==> src/rtl/topk_collector_if.sv <==
// Ready/valid result stream from topk_collector toward the host side.
interface topk_collector_if;
   logic [31:0] out_data;
   logic        out_valid;
   logic        out_ready;

   modport master (output out_data, output out_valid, input out_ready);
   modport slave  (input out_data, input out_valid, output out_ready);
endinterface

==> src/rtl/topk_collector.sv <==
// Captures up to k search results per query, then replays them in arrival order on a ready/valid stream.
// Optional TOPK_COLLECTOR_DEDUP_EN drops results already held in the buffer during capture.
module topk_collector #(
   parameter int unsigned K_MAX          = 8,
   parameter int unsigned TIMEOUT_CYCLES = 1024
) (
   input  logic                     clk_in,
   input  logic                     rst_in,
   input  logic                     start_in,
   input  logic [15:0]              k_in,
   input  logic [31:0]              result_in,
   input  logic                     result_valid_in,
   topk_collector_if.master         out_if,
   output logic [$clog2(K_MAX):0]   count_out,
   output logic                     done_out,
   output logic                     overflow_out,
   output logic                     timeout_out
);
   localparam int unsigned PW = $clog2(K_MAX);
   localparam int unsigned CW = PW + 1;
   localparam int unsigned TW = $clog2(TIMEOUT_CYCLES) + 1;

   typedef enum logic [1:0] {S_IDLE, S_COLLECT, S_DRAIN, S_DONE} state_t;

   state_t         state_q, state_d;
   logic [31:0]    buf_q [K_MAX];
   logic [CW-1:0]  count_q;
   logic [CW-1:0]  k_eff_q;
   logic [PW-1:0]  rd_ptr_q;
   logic [TW-1:0]  tmo_q;
   logic           overflow_q;
   logic           timeout_q;

   logic [CW-1:0]  k_start_c;
   logic           dup_hit_c;
   logic           accept_c;
   logic           last_accept_c;
   logic           tmo_hit_c;
   logic           xfer_c;
   logic           last_xfer_c;

   // k_eff clamp evaluated at full 16-bit width before narrowing
   assign k_start_c = (k_in > 16'(K_MAX)) ? CW'(K_MAX) : CW'(k_in);

`ifdef TOPK_COLLECTOR_DEDUP_EN
   always_comb begin
      dup_hit_c = 1'b0;
      for (int i = 0; i < int'(K_MAX); i++) begin
         if ((CW'(i) < count_q) && (buf_q[i] == result_in)) dup_hit_c = 1'b1;
      end
   end
`else
   assign dup_hit_c = 1'b0;
`endif

   assign accept_c      = (state_q == S_COLLECT) && !start_in && result_valid_in && !dup_hit_c;
   assign last_accept_c = accept_c && ((count_q + CW'(1)) == k_eff_q);
   assign tmo_hit_c     = (state_q == S_COLLECT) && !accept_c && (tmo_q == TW'(TIMEOUT_CYCLES - 1));
   assign xfer_c        = (state_q == S_DRAIN) && out_if.out_ready;
   assign last_xfer_c   = xfer_c && (CW'(rd_ptr_q) == (count_q - CW'(1)));

   // State register
   always_ff @(posedge clk_in) begin
      if (rst_in) state_q <= S_IDLE;
      else        state_q <= state_d;
   end

   // Next-state logic; start_in overrides every state
   always_comb begin
      state_d = state_q;
      if (start_in) begin
         state_d = (k_start_c == '0) ? S_DONE : S_COLLECT;
      end else begin
         case (state_q)
            S_COLLECT: begin
               if (last_accept_c)  state_d = S_DRAIN;
               else if (tmo_hit_c) state_d = (count_q == '0) ? S_DONE : S_DRAIN;
            end
            S_DRAIN: begin
               if (last_xfer_c) state_d = S_DONE;
            end
            default: state_d = state_q;
         endcase
      end
   end

   // Outputs decoded from registered state and buffer
   always_comb begin
      out_if.out_valid = 1'b0;
      done_out         = 1'b0;
      out_if.out_data  = buf_q[rd_ptr_q];
      case (state_q)
         S_DRAIN: out_if.out_valid = 1'b1;
         S_DONE:  done_out         = 1'b1;
         default: ;
      endcase
   end

   assign count_out    = count_q;
   assign overflow_out = overflow_q;
   assign timeout_out  = timeout_q;

   // Capture buffer, pointers, timeout counter and sticky flags
   always_ff @(posedge clk_in) begin
      if (rst_in) begin
         for (int i = 0; i < int'(K_MAX); i++) buf_q[i] <= '0;
         count_q    <= '0;
         k_eff_q    <= '0;
         rd_ptr_q   <= '0;
         tmo_q      <= '0;
         overflow_q <= 1'b0;
         timeout_q  <= 1'b0;
      end else if (start_in) begin
         k_eff_q    <= k_start_c;
         count_q    <= '0;
         rd_ptr_q   <= '0;
         tmo_q      <= '0;
         overflow_q <= 1'b0;
         timeout_q  <= 1'b0;
      end else begin
         if (accept_c) begin
            buf_q[count_q[PW-1:0]] <= result_in;
            count_q                <= count_q + CW'(1);
            tmo_q                  <= '0;
         end else if (state_q == S_COLLECT) begin
            if (tmo_hit_c)    timeout_q <= 1'b1;
            if (tmo_q != '1)  tmo_q     <= tmo_q + TW'(1);
         end
         if (result_valid_in && ((state_q == S_DRAIN) || (state_q == S_DONE))) overflow_q <= 1'b1;
         if (xfer_c) rd_ptr_q <= rd_ptr_q + PW'(1);
      end
   end
endmodule

==> src/flat_wrapper.sv <==
// flat-port wrapper written by rule: the top's interface ports become plain ports
module topk_collector_flat 
#(
   parameter int unsigned K_MAX          = 8,
   parameter int unsigned TIMEOUT_CYCLES = 1024
)
  (clk_in, rst_in, start_in, k_in, result_in, result_valid_in, count_out, done_out, overflow_out, timeout_out, out_if_out_data, out_if_out_valid, out_if_out_ready);
  topk_collector_if out_if_i ();
  input  logic clk_in;
  input  logic rst_in;
  input  logic start_in;
  input  logic [15:0] k_in;
  input  logic [31:0] result_in;
  input  logic result_valid_in;
  output logic [$clog2(K_MAX):0] count_out;
  output logic done_out;
  output logic overflow_out;
  output logic timeout_out;
  output wire logic [$bits(out_if_i.out_data)-1:0] out_if_out_data;
  output wire logic [$bits(out_if_i.out_valid)-1:0] out_if_out_valid;
  input wire logic [$bits(out_if_i.out_ready)-1:0] out_if_out_ready;
  assign out_if_out_data = out_if_i.out_data;
  assign out_if_out_valid = out_if_i.out_valid;
  assign out_if_i.out_ready = out_if_out_ready;
  topk_collector #(.K_MAX(K_MAX), .TIMEOUT_CYCLES(TIMEOUT_CYCLES)) u_core (.clk_in(clk_in), .rst_in(rst_in), .start_in(start_in), .k_in(k_in), .result_in(result_in), .result_valid_in(result_valid_in), .out_if(out_if_i), .count_out(count_out), .done_out(done_out), .overflow_out(overflow_out), .timeout_out(timeout_out));
endmodule
==> config.mk <==
export PLATFORM = sky130hd
export DESIGN_NAME = topk_collector_flat
export DESIGN_NICKNAME = d
export VERILOG_FILES = /design/src/rtl/topk_collector_if.sv /design/src/rtl/topk_collector.sv /design/src/flat_wrapper.sv
export SDC_FILE = /design/constraint.sdc
export NUM_CORES = 1
export LEC_CHECK = 0
export CAP_MARGIN = 25
export CORE_UTILIZATION = 50
export CTS_CLUSTER_SIZE = 24
export DETAILED_ROUTE_END_ITERATION = 8
export GPL_ROUTABILITY_DRIVEN = 1
export PLACE_DENSITY = 0.7
export SKIP_CTS_REPAIR_TIMING = 1
export SLEW_MARGIN = 40
export SYNTH_ARGS = -nofsm -noshare
export SYNTH_HDL_FRONTEND = slang
export SYNTH_SLANG_ARGS = --single-unit
==> constraint.sdc <==
create_clock -name clk_in -period 3 [get_ports clk_in]
set_input_delay 0.45 -clock clk_in [delete_from_list [all_inputs] [get_ports clk_in]]
set_output_delay 0.45 -clock clk_in [all_outputs]
set_load 0.005 [all_outputs]
==> results.sh, run 1 <==
export IMPL_crit_type="flip-flop to primary output"
export IMPL_cp_max_fo=7
export IMPL_vias_per_cell=5.40
export IMPL_setup_viol=0
export IMPL_finalWirelength_microns=27200
export IMPL_antenna_found_initial=1
export IMPL_synth_seq_cells=285
export IMPL_syn_to_final_growth_pct=19.5
export IMPL_max_clock_freq_mhz=340
export IMPL_hold_slack_ns=0.483
export IMPL_drt_initial_drc_count=400
export IMPL_syn_instance_count=831
export IMPL_ctsRootBufferMaster="clkbuf_16"
export IMPL_die_height_microns=162
export IMPL_die_w_microns=162
export IMPL_path_clk_slew_ns=0.06
export IMPL_final_nets=1004
export IMPL_worstHoldPathType="flip-flop to flip-flop"
export IMPL_die_area_sq_mm=0.0263
export IMPL_synth_area_sq_mm=0.0128
export IMPL_hold_viol=0
export IMPL_grt_max_degree=42
export IMPL_vdd_drop_max_mv=0.364
export IMPL_ys_types=47
export IMPL_slew_violations=0
export IMPL_critical_path_buf_inv_count=3
export IMPL_critical_path_slowest_cell="mux4_2"
export IMPL_finalCritPeriodShare_pct=98.0
export IMPL_drc=0
export IMPL_synth_seq_area_share_pct=64.3
export IMPL_power_leakage_nw=5.47
export IMPL_cts_buffers_inserted=29
export IMPL_htree_levels=1
export IMPL_final_common_cell="and2_1"
export IMPL_num_rows=58
export IMPL_place_congestion=0.732
export IMPL_maxCapViolations=0
export IMPL_clock_sinks=285
export IMPL_path_cells="buf_12, clkbuf_16, mux4_2, mux2_2, clkdlybuf4s50_1"
export IMPL_dp_hpwl_microns=16100
export IMPL_worstPathRequired_ns=2.55
export IMPL_clock_latency_ns=0.53
export IMPL_syn_area_per_cell_sq_um=15.5
export IMPL_cts_tree="built"
export IMPL_final_cell_mix="and2_1, edfxtp_1, clkdlybuf4s50_1"
export IMPL_tns_ns=0
export IMPL_fin_crit_ns=2.94
export IMPL_port_buffers=92
export IMPL_cp_top_family="multiplexers"
export IMPL_grt_pass1_vias=7474
export IMPL_ioPinCount=93
export IMPL_core_area_sq_mm=0.0252
export IMPL_cp_arrival_ns=2.49
export IMPL_start_kind="flip-flop"
export IMPL_drive_gt1_share_pct=20.8
export IMPL_clock_skew_ns=0.00932
export IMPL_relSlewSlack_pct=60.7
export IMPL_synth_ff_type="edfxtp_1"
export IMPL_syn_nets=888
export IMPL_crit_path_end_kind="primary output"
export IMPL_via_count=7022
export IMPL_synth_edf_count=256
export IMPL_tightest_slew_ns=0.589
export IMPL_start_util_pct=51.0
export IMPL_utilization_pct=61.0
export IMPL_synthArstFlopShare_pct=0
export IMPL_clock_path_buffers=3
export IMPL_grt_overflow=0
export IMPL_status="complete, no violations"
export IMPL_critPathMaxStageDelay_ns=0.49
export IMPL_post_drt_wl_per_cell_microns=20.9
export IMPL_p_per_area_mw_per_mm2=533
export IMPL_first_pass_iters=5
export IMPL_ant_nets=0
export IMPL_yosysWarningCount=0
export IMPL_track_usage_pct=21.0
export IMPL_grt_pass1_wl_microns=41600
==> cells in the mapped netlist, types with 2 or more instances <==
cell,count,share of area (%)
and2_1,258,13
edfxtp_1,256,60
mux4_2,64,11
mux2_2,32,2.8
buf_2,31,1.2
nor2_1,30,0.88
dfxtp_1,29,4.5
clkbuf_1,15,0.44
xor2_1,13,0.89
nand2_1,11,0.32
nand3_1,9,0.35
xnor2_1,9,0.61
or2_2,8,0.39
a21oi_1,5,0.19
nor3_1,5,0.19
ha_1,4,0.39
inv_1,4,0.12
nand4_1,4,0.19
a22o_1,3,0.20
and4_1,3,0.20
nand2b_1,3,0.15
nor2b_1,3,0.15
nor4_1,3,0.15
o21ai_0,3,0.12
and3_2,2,0.12
mux2i_1,2,0.16
nor3_2,2,0.16
==> power breakdown <==
group          switching [mW]  internal (mW)
Sequential             0.0484           4.44
Clock                    1.42           1.77
Combinational           0.239          0.260
==> layout make-up <==
cell class | count | area (sq um)
clock buffers | 37 | 756
clock inverters | 16 | 76.3
well taps | 330 | 413
inverters | 4 | 15.0
fillers | 1883 | 9830
repair buffers | 134 | 1460
diodes | 1 | 2.50
flip-flops and latches | 285 | 8270
multi-input cells | 493 | 4360
==> layer usage <==
layer	vias up	part of all wire [%]	routed length (microns)	GRT usage [%]
met4	0	1.9	515	5.83
met3	35	6.7	1830	2.66
li1	3289	-	-	-
met1	3495	42	11400	27.7
met5	-	0	0	0
met2	203	49	13500	36.4
==> per-stage QoR <==
stage                     setup slack [ns]  power [mW]  cells  instance area [sq um]
final                               0.0590        8.18   1300                  15400
after global routing             -0.000994        8.46   1299                  15400
after CTS                          -0.0986        8.25   1291                  15200
after detailed placement             0.398        5.07   1238                  14400
after global placement               0.409        5.06   1238                  14400
after floorplan                      0.550        4.78    831                  12800
==> cell families (layout without fill, tap and decap cells) <==
logic type | after synthesis | count (layout) | synth area share (%)
AND/OR/NAND/NOR | 352 | 352 | 16.6
XOR/XNOR | 22 | 22 | 1.50
buffers and inverters | 53 | 191 | 1.94
multiplexers | 98 | 98 | 14.2
flip-flops | 285 | 285 | 64.3
AO/OA/AOI/OAI | 17 | 17 | 1.10
adder cells (fa/ha/maj) | 4 | 4 | 0.389
other | 0 | 1 | 0
==> worst paths after layout <==
kind | from | to | slack, ns | cells after the start
hold reg to reg | u_core.overflow_out | u_core.overflow_out | 0.48 | 2
setup / recovery | flip-flop | out_if_out_data[31] | 0.06 | 5
hold / removal | u_core.overflow_out | u_core.overflow_out | 0.48 | 2
setup reg to reg | u_core.count_out[0] | u_core.state_q[0] | 0.91 | 7
==> flip-flops by register name, indices dropped and copies added (netlist names), named ones only <==
signal and count:
u_core.k_eff_q 4, u_core.rd_ptr_q 3, u_core.tmo_q 11, u_core.timeout_out 1
u_core.overflow_out 1, u_core.state_q 2, u_core.buf_q 256, u_core.count_out 4
==> worst min-delay path, cell delays in order, from the launching register on <==
cell,delay (ns)
dfxtp_1,0.34
a21oi_1,0.04
nor2_1,0.07
Power figures use the tool's default switching activity.
==> run 2, diff against run 1 <==
--- a/config.mk
+++ b/config.mk
@@ -10,9 +10,11 @@
 export CTS_CLUSTER_SIZE = 24
 export DETAILED_ROUTE_END_ITERATION = 8
 export GPL_ROUTABILITY_DRIVEN = 1
+export GPL_TIMING_DRIVEN = 0
 export PLACE_DENSITY = 0.7
 export SKIP_CTS_REPAIR_TIMING = 1
 export SLEW_MARGIN = 40
 export SYNTH_ARGS = -nofsm -noshare
 export SYNTH_HDL_FRONTEND = slang
 export SYNTH_SLANG_ARGS = --single-unit
+export TNS_END_PERCENT = 30
==> results.sh, run 2 (synthesis gave the netlist of run 1 again) <==
export IMPL_place_congestion=0.749
export IMPL_port_buffers=91
export IMPL_maxCapViolations=0
export IMPL_htree_levels=1
export IMPL_critical_path_buf_inv_count=3
export IMPL_core_area_sq_mm=0.0252
export IMPL_power_switching_mw=1.76
export IMPL_relSlewSlack_pct=54.9
export IMPL_cp_max_fo=6
export IMPL_cp_arrival_ns=2.49
export IMPL_pwr_share_seq_pct=53.0
export IMPL_die_area_sq_mm=0.0263
export IMPL_clock_latency_ns=0.55
export IMPL_grt_pass1_wl_microns=43000
export IMPL_start_util_pct=51.0
export IMPL_grt_pass1_vias=7511
export IMPL_fin_crit_ns=2.94
export IMPL_r2r_end="u_core.buf_q[6][30]"
export IMPL_largest_register_ffs=256
export IMPL_hold_viol=0
export IMPL_p_per_area_mw_per_mm2=546
export IMPL_start_kind="flip-flop"
export IMPL_cp_top_family="multiplexers"
export IMPL_cts_tree="built"
export IMPL_ant_nets=0
export IMPL_vias_per_cell=5.48
export IMPL_worstHoldPathCells=2
export IMPL_drc=0
export IMPL_tns_ns=0
export IMPL_critPathMaxStageDelay_ns=0.48
export IMPL_slew_violations=0
export IMPL_dp_hpwl_microns=16600
export IMPL_die_height_microns=162
export IMPL_critical_path_slowest_cell="mux4_2"
export IMPL_first_pass_iters=5
export IMPL_track_usage_pct=22.1
export IMPL_crit_path_frequent_cell="buf_12"
export IMPL_internal_power_mw=6.71
export IMPL_tightest_slew_ns=0.677
export IMPL_min_to="u_core.k_eff_q[3]"
export IMPL_power_leakage_nw=5.91
export IMPL_min_from="start_in"
export IMPL_largestRegisters="u_core.buf_q (256), u_core.tmo_q (11)"
export IMPL_num_rows=58
export IMPL_crit_path_end_kind="primary output"
export IMPL_ctsRootBufferMaster="clkbuf_16"
export IMPL_clockPowerShare_pct=41.4
export IMPL_max_clock_freq_mhz=340
export IMPL_final_nets=1021
export IMPL_die_w_microns=162
export IMPL_path_cells="buf_12, buf_12, mux4_2, mux2_2, clkdlybuf4s50_1"
export IMPL_via_count=7217
export IMPL_r2r_cells=5
export IMPL_post_drt_wl_per_cell_microns=21.5
export IMPL_syn_to_final_growth_pct=20.9
export IMPL_utilization_pct=61.7
export IMPL_fill_cells=1922
export IMPL_placed_cells=1252
export IMPL_clock_path_buffers=3
export IMPL_drive_gt1_share_pct=21.4
export IMPL_finalWirelength_microns=28400
export IMPL_p_comb_share_pct=5.6
export IMPL_r2r_start="u_core.state_q[0]"
export IMPL_final_common_cell="and2_1"
export IMPL_status="complete, no violations"
export IMPL_clock_skew_ns=0.0179
export IMPL_cts_buffers_inserted=29
export IMPL_switching_share_pct=20.7
export IMPL_drt_initial_drc_count=436
export IMPL_crit_type="flip-flop to primary output"
export IMPL_ioPinCount=93
export IMPL_setup_viol=0
export IMPL_path_clk_slew_ns=0.06
export IMPL_fin_cells=1318
export IMPL_vdd_drop_max_mv=0.350
export IMPL_regMostFlops="u_core.buf_q"
export IMPL_worstHoldPathType="input port to flip-flop"
export IMPL_grt_overflow=0
export IMPL_reg2reg_slack_ns=0.56
export IMPL_hold_slack_ns=0.261
export IMPL_antenna_found_initial=2
export IMPL_final_cell_mix="and2_1, edfxtp_1, clkdlybuf4s50_1"
export IMPL_clock_sinks=285
export IMPL_finalCritPeriodShare_pct=98.2
export IMPL_grt_max_degree=33
export IMPL_worstPathRequired_ns=2.55
[run 2: worst reg2reg max path, stage by stage (launching register included)]
cell and delay [ns]:
dfxtp_1 0.47, nand2b_1 0.12, and2b_1 0.29, nand2_1 0.16, nor2_1 0.41, or2_4 0.58
[run 2: per-layer routing]
| metal | wire length, microns | vias to the layer above | GRT usage (%) |
|---|---|---|---|
| met1 | 12300 | 3644 | 30.2 |
| met5 | 0 | - | 0 |
| met3 | 1550 | 37 | 3.27 |
| met4 | 461 | 0 | 5.57 |
| met2 | 14100 | 209 | 37.1 |
| li1 | - | 3327 | - |
[run 2: power groups by stage]
stage / Clock, mW / Combinational [mW] / Sequential (mW)
final: 3.51 / 0.477 / 4.49
after global routing: 3.71 / 0.515 / 4.50
after CTS: 3.55 / 0.472 / 4.49
after detailed placement: 0 / 0.470 / 4.57
after global placement: 0 / 0.463 / 4.57
after floorplan: 0 / 0.226 / 4.56
[run 2: final cells by class]
class / instances / area, sq um / area share, %
multi-input cells: 493 / 4360 / 28.0
clock buffers: 37 / 756 / 4.87
inverters: 4 / 15.0 / 0.0967
repair buffers: 103 / 1200 / 7.75
plain buffers: 48 / 357 / 2.30
diodes: 1 / 2.50 / 0.0161
flip-flops and latches: 285 / 8270 / 53.3
well taps: 330 / 413 / 2.66
clock inverters: 17 / 156 / 1.01
[run 2: worst max-delay path by stage]
| stage | from | to | slack (ns) | depth (start not counted) |
|---|---|---|---|---|
| 2_1_floorplan | start_in | u_core.buf_q[0][0] | 0.55 | 6 |
| 3_3_place_gp | result_valid_in | u_core.buf_q[0][5] | -0.76 | 6 |
| 3_5_place_dp | result_valid_in | u_core.buf_q[6][3] | -0.05 | 6 |
| 4_1_cts | flip-flop | out_if_out_data[19] | -0.65 | 5 |
| 5_1_grt | flip-flop | out_if_out_data[1] | -0.007 | 5 |
| 6_report | flip-flop | out_if_out_data[1] | 0.06 | 5 |
[run 2: through the flow]
stage	worst slack, ns	power [mW]	instance area (sq um)
floorplan	0.550	4.78	12800
global placement	-0.762	5.03	14200
detailed placement	-0.0541	5.04	14200
CTS	-0.651	8.51	15100
global route	-0.00727	8.72	15500
finish	0.0554	8.47	15500
==> run 3, diff against run 2 <==
==> constraint.sdc (replaced) <==
create_clock -name clk_in -period 2.75 [get_ports clk_in]
set_input_delay 0.4125 -clock clk_in [delete_from_list [all_inputs] [get_ports clk_in]]
set_output_delay 0.4125 -clock clk_in [all_outputs]
set_load 0.005 [all_outputs]
==> results.sh, run 3 (synthesis gave the netlist of run 1 again) <==
export IMPL_p_per_area_mw_per_mm2=595
export IMPL_seq_area_sq_mm=0.00827
export IMPL_grt_pass1_wl_microns=43000
export IMPL_largest_register_ffs=256
export IMPL_hold_slack_ns=0.219
export IMPL_clock_sinks=285
export IMPL_die_height_microns=162
export IMPL_power_switching_mw=1.92
export IMPL_syn_to_final_growth_pct=21.0
export IMPL_final_cell_mix="and2_1, edfxtp_1, mux4_2"
export IMPL_power_leakage_nw=5.99
export IMPL_worstPathRequired_ns=2.34
export IMPL_htree_levels=1
export IMPL_post_drt_wl_per_cell_microns=21.5
export IMPL_fill_cells=1923
export IMPL_final_area_sq_mm=0.0155
export IMPL_cp_max_fo=6
export IMPL_largestRegisters="u_core.buf_q (256), u_core.tmo_q (11)"
export IMPL_p_comb_share_pct=5.6
export IMPL_grt_setup_unrepaired="false"
export IMPL_r2r_start="u_core.state_q[0]"
export IMPL_grt_overflow=0
export IMPL_finalWirelength_microns=28400
export IMPL_switching_share_pct=20.8
export IMPL_cp_arrival_ns=2.23
export IMPL_maxCapViolations=0
export IMPL_finalCritPeriodShare_pct=96.2
export IMPL_worstHoldPathCells=2
export IMPL_dp_hpwl_microns=16600
export IMPL_final_common_cell="and2_1"
export IMPL_drt_initial_drc_count=484
export IMPL_relSlewSlack_pct=54.4
export IMPL_antenna_found_initial=2
export IMPL_die_w_microns=162
export IMPL_die_area_sq_mm=0.0263
export IMPL_worstHoldPathType="input port to flip-flop"
export IMPL_grt_max_degree=33
export IMPL_clockPowerShare_pct=41.4
export IMPL_utilization_pct=61.8
export IMPL_slew_violations=0
export IMPL_clock_latency_ns=0.56
export IMPL_tightest_slew_ns=0.684
export IMPL_drive_gt1_share_pct=21.4
export IMPL_setup_viol=0
export IMPL_internal_power_mw=7.32
export IMPL_clock_skew_ns=0.0199
export IMPL_start_kind="flip-flop"
export IMPL_tns_ns=0
export IMPL_cts_tree="built"
export IMPL_start_util_pct=51.0
export IMPL_regMostFlops="u_core.buf_q"
export IMPL_post_dp_cell_area_sq_mm=0.0142
export IMPL_num_rows=58
export IMPL_ctsRootBufferMaster="clkbuf_16"
export IMPL_min_to="u_core.k_eff_q[3]"
export IMPL_final_nets=1021
export IMPL_path_cells="buf_12, clkbuf_16, mux4_2, mux2_2, dlymetal6s2s_1"
export IMPL_core_area_sq_mm=0.0252
export IMPL_hold_viol=0
export IMPL_track_usage_pct=22.1
export IMPL_port_buffers=91
export IMPL_vdd_drop_max_mv=0.381
export IMPL_clock_path_buffers=3
export IMPL_min_from="start_in"
export IMPL_cts_buffers_inserted=29
export IMPL_pwr_share_seq_pct=53.0
export IMPL_place_congestion=0.749
export IMPL_r2r_end="u_core.buf_q[6][30]"
export IMPL_crit_path_end_kind="primary output"
export IMPL_grt_pass1_vias=7511
export IMPL_path_clk_slew_ns=0.06
export IMPL_critical_path_slowest_cell="mux4_2"
export IMPL_drc=0
export IMPL_multi_input_comb_area_sq_mm=0.00436
export IMPL_vias_per_cell=5.47
export IMPL_reg2reg_slack_ns=0.30
export IMPL_r2r_cells=5
export IMPL_via_count=7207
export IMPL_first_pass_iters=5
export IMPL_crit_type="flip-flop to primary output"
export IMPL_status="complete, no violations"
export IMPL_max_clock_freq_mhz=378
export IMPL_ant_nets=0
export IMPL_fin_crit_ns=2.65
export IMPL_ioPinCount=93
export IMPL_critPathMaxStageDelay_ns=0.50
[run 3: cell types whose count changed in the layout (fill, tap and decap cells not counted)]
cell,delta
clkdlybuf4s50_1,-7
dlymetal6s2s_1,+7
[run 3: layout make-up]
class | count | area share, %
flip-flops and latches | 285 | 53.2
multi-input cells | 493 | 28.0
repair buffers | 103 | 7.85
clock buffers | 37 | 4.86
well taps | 330 | 2.66
plain buffers | 48 | 2.29
clock inverters | 17 | 1.01
inverters | 4 | 0.0966
diodes | 1 | 0.0161
[run 3: worst max-delay path, delay by kind of cell, from the launching register on]
kind / cells / cell delay, ns
buffers and inverters: 3 / 0.50
flip-flops: 1 / 0.40
multiplexers: 2 / 0.78
[run 3: worst max path at each step]
stage / start / endpoint / slack [ns]
floorplan: start_in / u_core.buf_q[0][0] / 0.34
global placement: result_valid_in / u_core.buf_q[0][5] / -0.97
detailed placement: result_valid_in / u_core.buf_q[6][3] / -0.27
CTS: flip-flop / out_if_out_data[19] / -0.86
global route: flip-flop / out_if_out_data[21] / 0.04
finish: flip-flop / out_if_out_data[21] / 0.10
[run 3: power groups by stage]
| stage | Sequential, mW | Combinational, mW | Clock (mW) |
|---|---|---|---|
| after global placement | 4.99 | 0.505 | 0 |
| final | 4.90 | 0.517 | 3.83 |
| after detailed placement | 4.99 | 0.513 | 0 |
| after floorplan | 4.97 | 0.246 | 0 |
| after CTS | 4.90 | 0.515 | 3.88 |
| after global routing | 4.91 | 0.560 | 4.05 |
[run 3: per-stage QoR]
stage / cells / total power [mW] / worst slack [ns]
6_report: 1318 / 9.25 / 0.103
5_1_grt: 1317 / 9.51 / 0.0401
4_1_cts: 1306 / 9.29 / -0.863
3_5_place_dp: 1252 / 5.50 / -0.267
3_3_place_gp: 1252 / 5.49 / -0.974
2_1_floorplan: 831 / 5.22 / 0.338
[run 3: metal layers]
metal / part of all wire (%) / GRT usage (%) / vias up
met5: 0 / 0 / -
met4: 1.5 / 5.57 / 0
met3: 5.6 / 3.27 / 35
met2: 50 / 37.1 / 197
met1: 43 / 30.2 / 3653
li1: - / - / 3322
